**config.mk**
```make
export PLATFORM = sky130hd
export DESIGN_NAME = leaf_stream_packetizer_flat
export DESIGN_NICKNAME = d
export VERILOG_FILES = /design/src/rtl/leaf_stream_packetizer_if.sv /design/src/rtl/leaf_stream_packetizer.sv /design/src/flat_wrapper.sv
export SDC_FILE = /design/constraint.sdc
export NUM_CORES = 1
export LEC_CHECK = 0
export ABC_CLOCK_PERIOD_IN_PS = 4100
export BUFFER_PORTS_ARGS = -buffer_cell sky130_fd_sc_hd__buf_2
export CAP_MARGIN = 15
export CORE_AREA = 2 2 94 96
export CTS_BUF_LIST = sky130_fd_sc_hd__clkbuf_2
export CTS_CLUSTER_SIZE = 28
export DETAILED_ROUTE_END_ITERATION = 10
export DIE_AREA = 0 0 96 98
export MAX_ROUTING_LAYER = met4
export PLACE_DENSITY = 0.86
export SETUP_SLACK_MARGIN = 0.2
export SYNTH_ARGS = -nofsm -noshare
export SYNTH_HDL_FRONTEND = slang
export SYNTH_SLANG_ARGS = --single-unit
```
**constraint.sdc**
```tcl
create_clock -name clk -period 4.1 [get_ports clk]
set_input_delay 0.41 -clock clk [delete_from_list [all_inputs] [get_ports clk]]
set_output_delay 0.41 -clock clk [all_outputs]
set_load 0.05 [all_outputs]
```
**src/rtl/leaf_stream_packetizer_if.sv**
```systemverilog
// User-side HLS ap_vld/ap_ack output stream feeding the leaf packetizer.
interface leaf_stream_packetizer_if #(
  parameter int unsigned PAYLOAD_BITS = 32
) ();
  logic [PAYLOAD_BITS-1:0] din_leaf_user2interface;
  logic                    vld_user2interface;
  logic                    ack_interface2user;

  modport master (
    output din_leaf_user2interface,
    output vld_user2interface,
    input  ack_interface2user
  );

  modport slave (
    input  din_leaf_user2interface,
    input  vld_user2interface,
    output ack_interface2user
  );
endinterface

```
**src/rtl/leaf_stream_packetizer.sv**
```systemverilog
// Transmit-side leaf packetizer: wraps user words into BFT packets with address
// sequencing, credit flow control against destination freespace, and resend replay.
module leaf_stream_packetizer #(
  parameter int unsigned PACKET_BITS           = 49,
  parameter int unsigned PAYLOAD_BITS          = 32,
  parameter int unsigned NUM_LEAF_BITS         = 4,
  parameter int unsigned NUM_PORT_BITS         = 4,
  parameter int unsigned NUM_ADDR_BITS         = 7,
  parameter int unsigned FREESPACE_UPDATE_SIZE = 64
) (
  input  logic                     clk,
  input  logic                     reset,
  input  logic [NUM_LEAF_BITS-1:0] cfg_dest_leaf,
  input  logic [NUM_PORT_BITS-1:0] cfg_dest_port,
  leaf_stream_packetizer_if.slave  user,
  output logic [PACKET_BITS-1:0]   dout_leaf_interface2bft,
  input  logic                     resend,
  input  logic                     credit_return,
  output logic [NUM_ADDR_BITS:0]   credits,
  output logic                     credit_err
);

  localparam int unsigned RSVD_BITS   = PACKET_BITS - 1 - NUM_LEAF_BITS - NUM_PORT_BITS
                                        - NUM_ADDR_BITS - PAYLOAD_BITS;
  localparam int unsigned CRED_BITS   = NUM_ADDR_BITS + 1;
  localparam int unsigned SUM_BITS    = NUM_ADDR_BITS + 2;
  localparam int unsigned MAX_CREDITS = 1 << NUM_ADDR_BITS;

  typedef struct packed {
    logic                     valid;
    logic [NUM_LEAF_BITS-1:0] leaf;
    logic [NUM_PORT_BITS-1:0] port;
    logic [NUM_ADDR_BITS-1:0] addr;
    logic [RSVD_BITS-1:0]     rsvd;
    logic [PAYLOAD_BITS-1:0]  payload;
  } pkt_t;

  typedef enum logic {
    RUN      = 1'b0,
    NOCREDIT = 1'b1
  } state_t;

  state_t                   state;
  pkt_t                     dout_q;
  pkt_t                     last_pkt;
  logic [NUM_ADDR_BITS-1:0] wr_addr;

  logic                     accept_c;
  pkt_t                     new_pkt_c;
  logic [SUM_BITS-1:0]      credit_sum_c;
  logic                     credit_ovf_c;
  logic [CRED_BITS-1:0]     credits_next_c;

  // Handshake: a word is consumed only in RUN, with credit, and when no replay is requested.
  assign accept_c = user.vld_user2interface & (credits != '0) & ~resend & ~reset
                    & (state == RUN);
  assign user.ack_interface2user = accept_c;

  always_comb begin
    new_pkt_c         = '0;
    new_pkt_c.valid   = 1'b1;
    new_pkt_c.leaf    = cfg_dest_leaf;
    new_pkt_c.port    = cfg_dest_port;
    new_pkt_c.addr    = wr_addr;
    new_pkt_c.payload = user.din_leaf_user2interface;
  end

  // Credit arithmetic carries an extra bit so a return on a full pool is visible as overflow.
  always_comb begin
    credit_sum_c = SUM_BITS'(credits);
    if (credit_return) begin
      credit_sum_c = credit_sum_c + SUM_BITS'(FREESPACE_UPDATE_SIZE);
    end
    if (accept_c) begin
      credit_sum_c = credit_sum_c - SUM_BITS'(1);
    end
    credit_ovf_c   = credit_sum_c > SUM_BITS'(MAX_CREDITS);
    credits_next_c = credit_ovf_c ? CRED_BITS'(MAX_CREDITS) : credit_sum_c[CRED_BITS-1:0];
  end

  always_ff @(posedge clk) begin
    if (reset) begin
      state      <= RUN;
      dout_q     <= '0;
      last_pkt   <= '0;
      wr_addr    <= '0;
      credits    <= CRED_BITS'(MAX_CREDITS);
      credit_err <= 1'b0;
    end else begin
      credits <= credits_next_c;
      if (credit_ovf_c) begin
        credit_err <= 1'b1;
      end

      // Replay wins over new data; the last-packet register is all-zero until the first send.
      if (resend) begin
        dout_q <= last_pkt;
      end else if (accept_c) begin
        dout_q   <= new_pkt_c;
        last_pkt <= new_pkt_c;
        wr_addr  <= wr_addr + NUM_ADDR_BITS'(1);
      end else begin
        dout_q <= '0;
      end

      case (state)
        RUN: begin
          if (accept_c && (credits_next_c == '0)) begin
            state <= NOCREDIT;
          end
        end
        NOCREDIT: begin
          if (credits != '0) begin
            state <= RUN;
          end
        end
      endcase
    end
  end

  assign dout_leaf_interface2bft = dout_q;

endmodule
```
**src/flat_wrapper.sv**
```systemverilog
// flat-port wrapper written by rule: the top's interface ports become plain ports
module leaf_stream_packetizer_flat 
#(
  parameter int unsigned PACKET_BITS           = 49,
  parameter int unsigned PAYLOAD_BITS          = 32,
  parameter int unsigned NUM_LEAF_BITS         = 4,
  parameter int unsigned NUM_PORT_BITS         = 4,
  parameter int unsigned NUM_ADDR_BITS         = 7,
  parameter int unsigned FREESPACE_UPDATE_SIZE = 64
)
  (clk, reset, cfg_dest_leaf, cfg_dest_port, dout_leaf_interface2bft, resend, credit_return, credits, credit_err, user_din_leaf_user2interface, user_vld_user2interface, user_ack_interface2user);
  leaf_stream_packetizer_if #(.PAYLOAD_BITS(PAYLOAD_BITS)) user_i ();
  input  logic clk;
  input  logic reset;
  input  logic [NUM_LEAF_BITS-1:0] cfg_dest_leaf;
  input  logic [NUM_PORT_BITS-1:0] cfg_dest_port;
  output logic [PACKET_BITS-1:0] dout_leaf_interface2bft;
  input  logic resend;
  input  logic credit_return;
  output logic [NUM_ADDR_BITS:0] credits;
  output logic credit_err;
  input wire logic [$bits(user_i.din_leaf_user2interface)-1:0] user_din_leaf_user2interface;
  input wire logic [$bits(user_i.vld_user2interface)-1:0] user_vld_user2interface;
  output wire logic [$bits(user_i.ack_interface2user)-1:0] user_ack_interface2user;
  assign user_i.din_leaf_user2interface = user_din_leaf_user2interface;
  assign user_i.vld_user2interface = user_vld_user2interface;
  assign user_ack_interface2user = user_i.ack_interface2user;
  leaf_stream_packetizer #(.PACKET_BITS(PACKET_BITS), .PAYLOAD_BITS(PAYLOAD_BITS), .NUM_LEAF_BITS(NUM_LEAF_BITS), .NUM_PORT_BITS(NUM_PORT_BITS), .NUM_ADDR_BITS(NUM_ADDR_BITS), .FREESPACE_UPDATE_SIZE(FREESPACE_UPDATE_SIZE)) u_core (.clk(clk), .reset(reset), .cfg_dest_leaf(cfg_dest_leaf), .cfg_dest_port(cfg_dest_port), .user(user_i), .dout_leaf_interface2bft(dout_leaf_interface2bft), .resend(resend), .credit_return(credit_return), .credits(credits), .credit_err(credit_err));
endmodule
```
* Word level (Yosys, flattened, before mapping)
Cells that the tools add are included.
** Word-level totals
- Flip-flop bits (word level) :: 114
- Input port bits :: 45
- Word-level logic and storage cells :: 39
** Operators by class
- Add/subtract/negate cells :: 3
- Order comparisons :: 1
- Multiplexer cells :: 8
- Bitwise logic cells :: 7
- Reductions and logical operators :: 5
** Operators by type and width (number)
- $mux W49 :: 2
- $mux W9 :: 2
- $add A8 B7 Y9 const B :: 1
- $gt A9 B8 Y1 const B :: 1
- $sub A9 B1 Y9 const B :: 1
- $logic_not A8 Y1 :: 1
- $mux W8 :: 1
- $reduce_bool A8 Y1 :: 1
- $add A7 B1 Y7 const B :: 1
- $and A1 B1 Y1 :: 4
- $not A1 Y1 :: 3
- $mux W1 :: 2
- $pmux W1 S2 :: 1
- $reduce_and A2 Y1 :: 1
- $reduce_or A2 Y1 :: 1
- $logic_and A1 B1 Y1 :: 1

* Logic depth before layout (Yosys ltp)
- Word-level depth :: 12
- Mapped depth :: 10
- Gate-level depth less buffers :: 10

* Worst setup path after synthesis
No wires, ideal clock.
- Kind :: register to output
- Start point :: reg u_core.credits[0]
- End point :: out user_ack_interface2user
- Arrival :: 2234 ps
- Data required time :: 3690 ps
- Slack :: 1456 ps
- Stages on the path, launching flop included :: 8
- Path buffers :: 1
- Path through :: dfxtp_1 > inv_1 > ha_1 > nand4bb_1 > or2_1 > nand2_1 > inv_2 > clkbuf_1
** Between the ends
- Cells in the longest elaborated chain, start to end :: 5
** RTL lines
- from (decl) :: RTL line leaf_stream_packetizer.sv:19 : output logic [NUM_ADDR_BITS:0] credits,
- from (signal assigned) :: RTL line leaf_stream_packetizer.sv:87 : credits <= CRED_BITS'(MAX_CREDITS);
- from (signal assigned) :: RTL line leaf_stream_packetizer.sv:90 : credits <= credits_next_c;
- $reduce_bool A8 Y1 :: RTL line leaf_stream_packetizer.sv:55 : assign accept_c = user.vld_user2interface & (credits != '0) & ~resend & ~reset
- $and A1 B1 Y1 (3 in series) :: RTL line leaf_stream_packetizer.sv:55
- $and A1 B1 Y1 :: RTL line leaf_stream_packetizer.sv:56 : & (state == RUN);
- to (decl) :: RTL line flat_wrapper.sv:24 : output wire logic [$bits(user_i.ack_interface2user)-1:0] user_ack_interface2user;
Every way passes these cells.

* Worst setup path in the final report
Ends and elaborated chain as after synthesis.

==> out/results.tsv <==
stage	metric	value	unit
outcome	status	finished, final reports clean	
floorplan	die_w	96	µm
drt	viasPerCell	5.12	
power_and_ir_drop	power_frac_seq	51.5	%
clock_network	cts_sinks	113	
place	port_buffers	102	
final_layout	area_growth	29.3	%
final_layout	nNetsFinal	665	
drt	drt_iter0_markers	121	
drt	wl_met3	687	µm
global_routing	antenna_found_initial	0	
critical_path	crit_family	buffers and inverters	
synth	synth_area	0.00407	mm²
synth	synth_flop_cell	dfxtp_1	
global_routing	grt_first_pass_wirelength	15500	µm
hold_path	hp-class	in -> reg	
critical_path	r2r_slack	1.34	ns
critical_path	critPathMaxStageDelay	0.51	ns
power_and_ir_drop	max-vdd-ir-drop	0.202	mV
critical_path	worstPathMaxFanout	36	
synth	synth_nets	533	
synth	yosysTopAreaCell	dfxtp_1	
clock_network	clock_path_buffers	2	
power_and_ir_drop	pwr-share-clk	35.7	%
final_layout	final_cells	735	
power_and_ir_drop	p_switching	0.000613	W
sta	finalSetupTns	0	ns
floorplan	ios	104	
final_layout	final_core_util	62.2	%
critical_path	slowest_stage	dfxtp_1	
sta	skew	0.0179	ns
clock_network	cts_inserted_buffers	17	
final_layout	fill_cells	714	
final_layout	drive_above_1_share	22.3	%
synth	postSynthAreaPerCell	8.43	µm²
run	max-cap-violations	0	
power_and_ir_drop	power_density	426	mW/mm²
power_and_ir_drop	swShare	27.3	%
sta	finalHoldViolCount	0	
critical_path	path_buf_inv	3	
drt	wire_per_inst	12.6	µm
power_and_ir_drop	total_power	0.00224	W
clock_network	tritoncts	done	
sta	rsz0062_at_grt	false	
floorplan	core.rowCount	34	
clock_network	path_clk_slew	0.16	ns
clock_network	cts_root_buffer	clkbuf_2	
drt	topRoutingLayerUsed	met4	
place	gp_congestion	0.760	
final_layout	seqCellArea	0.00226	mm²
synth	yosysWarnings	0	
drt	first_pass_iters	5	
global_routing	grtUsageTotal	21.5	%
floorplan	dieArea	0.00941	mm²
critical_path	cp-end-kind	output pin	
sta	fin_crit_sh	78.8	%
critical_path	cp-start-kind	flip-flop	
sta	max_freq	0.309	GHz
synth	synth-edff-count	0	
global_routing	grt_max_degree	106	
synth	yosysTopAreaCellShare	55.6	%
power_and_ir_drop	p_int	0.00163	W
synth	synthTopCellsByArea	dfxtp_1 (56%), nand2_1 (14%), a21oi_1 (12%)	
drt	vias	3762	
drt	postRouteAntennaNets	0	
sta	drv_slew	0	
floorplan	die_h	98	µm
clock_network	cts_resized	0	
place	place_inst	665	
global_routing	gr-total-overflow	0	
sta	max_slew_margin	34.0	%
sta	min_period	3.23	ns
power_and_ir_drop	combPwrFrac	12.9	%
sta	tightest_slew	0.990	ns
floorplan	coreArea	0.00847	mm²
final_layout	multiInputGateArea	0.00166	mm²
power_and_ir_drop	p_leak	2.21	nW
drt	route.detailed.drc	0	
critical_path	cp.required	3.69	ns
drt	wl_met2	4510	µm
critical_path	crit_path_cell_trace	inv_1 > ha_1 > nand4bb_1 > or2_1 > nand2_2 > inv_2 > buf_2	
floorplan	start_util	48.1	%
global_routing	grt_pass1_vias	3598	
synth	ys_types	41	
critical_path	cp_data_arrival_time	2.82	ns
clock_network	clkLatencyLatePin	0.62	ns
final_layout	diodes	0	
synth	ys_async_sr_fraction	0	%
critical_path	path_class	reg -> out	
synth	synth_cells	483	
synth	ys_ff_latch	113	
clock_network	cts_max_level	4	
drt	drt-total-wl	9290	µm
place	dp_hpwl	5710	µm
synth	ys_seq_area_share	55.6	%
drt	met1_length	3810	µm
sta	setup_viol	0	
cell type report:
cell class / count / share of cell area [%]
Clock buffer: 19 / 1.81
Clock inverter: 12 / 3.16
Inverter: 9 / 0.641
Multi-Input combinational cell: 331 / 31.4
Sequential cell: 113 / 43.0
Tap cell: 108 / 2.57
Timing Repair Buffer: 143 / 17.4
per-layer routing:
metal	up-vias	global-route usage [%]
li1	1860	-
met1	1713	24.2
met2	157	33.4
met3	32	6.02
met4	0	12.7
met5	-	-
cell families (layout without fill, tap and decap cells):
kind of cell             Yosys count  after routing  synth area share, %
XOR/XNOR                          12             12                 2.58
other                              1              1               0.0921
AND/OR/NAND/NOR                  196            196                 20.9
adder cells (fa/ha/maj)            5              5                 1.54
AO/OA/AOI/OAI                    116            116                 15.2
multiplexers                       1              1                0.246
flip-flops                       113            113                 55.6
buffers and inverters             39            183                 3.84
cell usage after synthesis, types with 3 or more instances:
cell type	instances
nand2_1	154
dfxtp_1	113
a21oi_1	100
clkbuf_1	22
nor2_1	10
inv_1	8
xor2_1	8
nor3b_1	6
buf_2	5
ha_1	5
nand4_1	5
o21ai_0	5
nor3_1	4
xnor2_1	4
nand3_1	3
power by group through the flow:
stage,Sequential [W],Combinational [W],Clock (W)
2_1_floorplan,0.00124,0.000129,0
3_3_place_gp,0.00118,0.000251,0
3_5_place_dp,0.00118,0.000258,0
4_1_cts,0.00115,0.000286,0.000821
5_1_grt,0.00116,0.000314,0.000864
6_report,0.00115,0.000289,0.000800
cells in the final DEF (no fill, tap or decap), drive strengths merged, types with 2 or more instances in the layout:
cell type	netlist	routed
nand2	154	154
dfxtp	113	113
buf	8	104
a21oi	101	101
dlygate4sd3	0	39
clkbuf	22	19
nor2	10	10
inv	9	9
xor2	8	8
nor3b	6	6
clkinv	0	6
o21ai	5	5
nand4	5	5
ha	5	5
nor3	5	5
xnor2	4	4
bufinv	0	4
nand3	3	3
nand4b	2	2
a31oi	2	2
or3	2	2
o21a	2	2
clkinvlp	0	2
or2	2	2
worst min-delay path, delay by kind of cell:
kind,cells,cell delay [ns]
buffers and inverters,1,0.10
AND/OR/NAND/NOR,1,0.08
AO/OA/AOI/OAI,1,0.07
metrics by stage:
stage / instance area (µm²) / hold WS, ns / setup WS (ns)
4_1_cts: 5260 / 0.00381 / 0.863
5_1_grt: 5270 / 0.00252 / 0.682
3_5_place_dp: 4610 / 0.446 / 1.09
2_1_floorplan: 4070 / 0.437 / 1.46
6_report: 5270 / 0.0753 / 0.867
3_3_place_gp: 4610 / 0.441 / 1.24
flip-flops by register name (all words and copies together) (netlist names):
signal / cells
u_core.credit_err: 1
u_core.credits: 8
u_core.dout_leaf_interface2bft: 48
u_core.last_pkt: 48
u_core.state: 1
u_core.wr_addr: 7
final timing paths:
path	start	endpoint	depth (start not counted)
setup / recovery	u_core.credits[0]	user_ack_interface2user	7
hold / removal	cfg_dest_port[1]	u_core.last_pkt[41]	3
setup reg to reg	u_core.credits[0]	u_core.wr_addr[6]	9
hold reg to reg	u_core.last_pkt[47]	u_core.dout_leaf_interface2bft[47]	2
what timing repair did:
item	in CTS	in global routing
endpoints found under the setup margin	0	0
hold buffers	38	1
setup buffers	0	0
endpoints found under the hold margin	73	1
(Power assumes the default switching activity.)
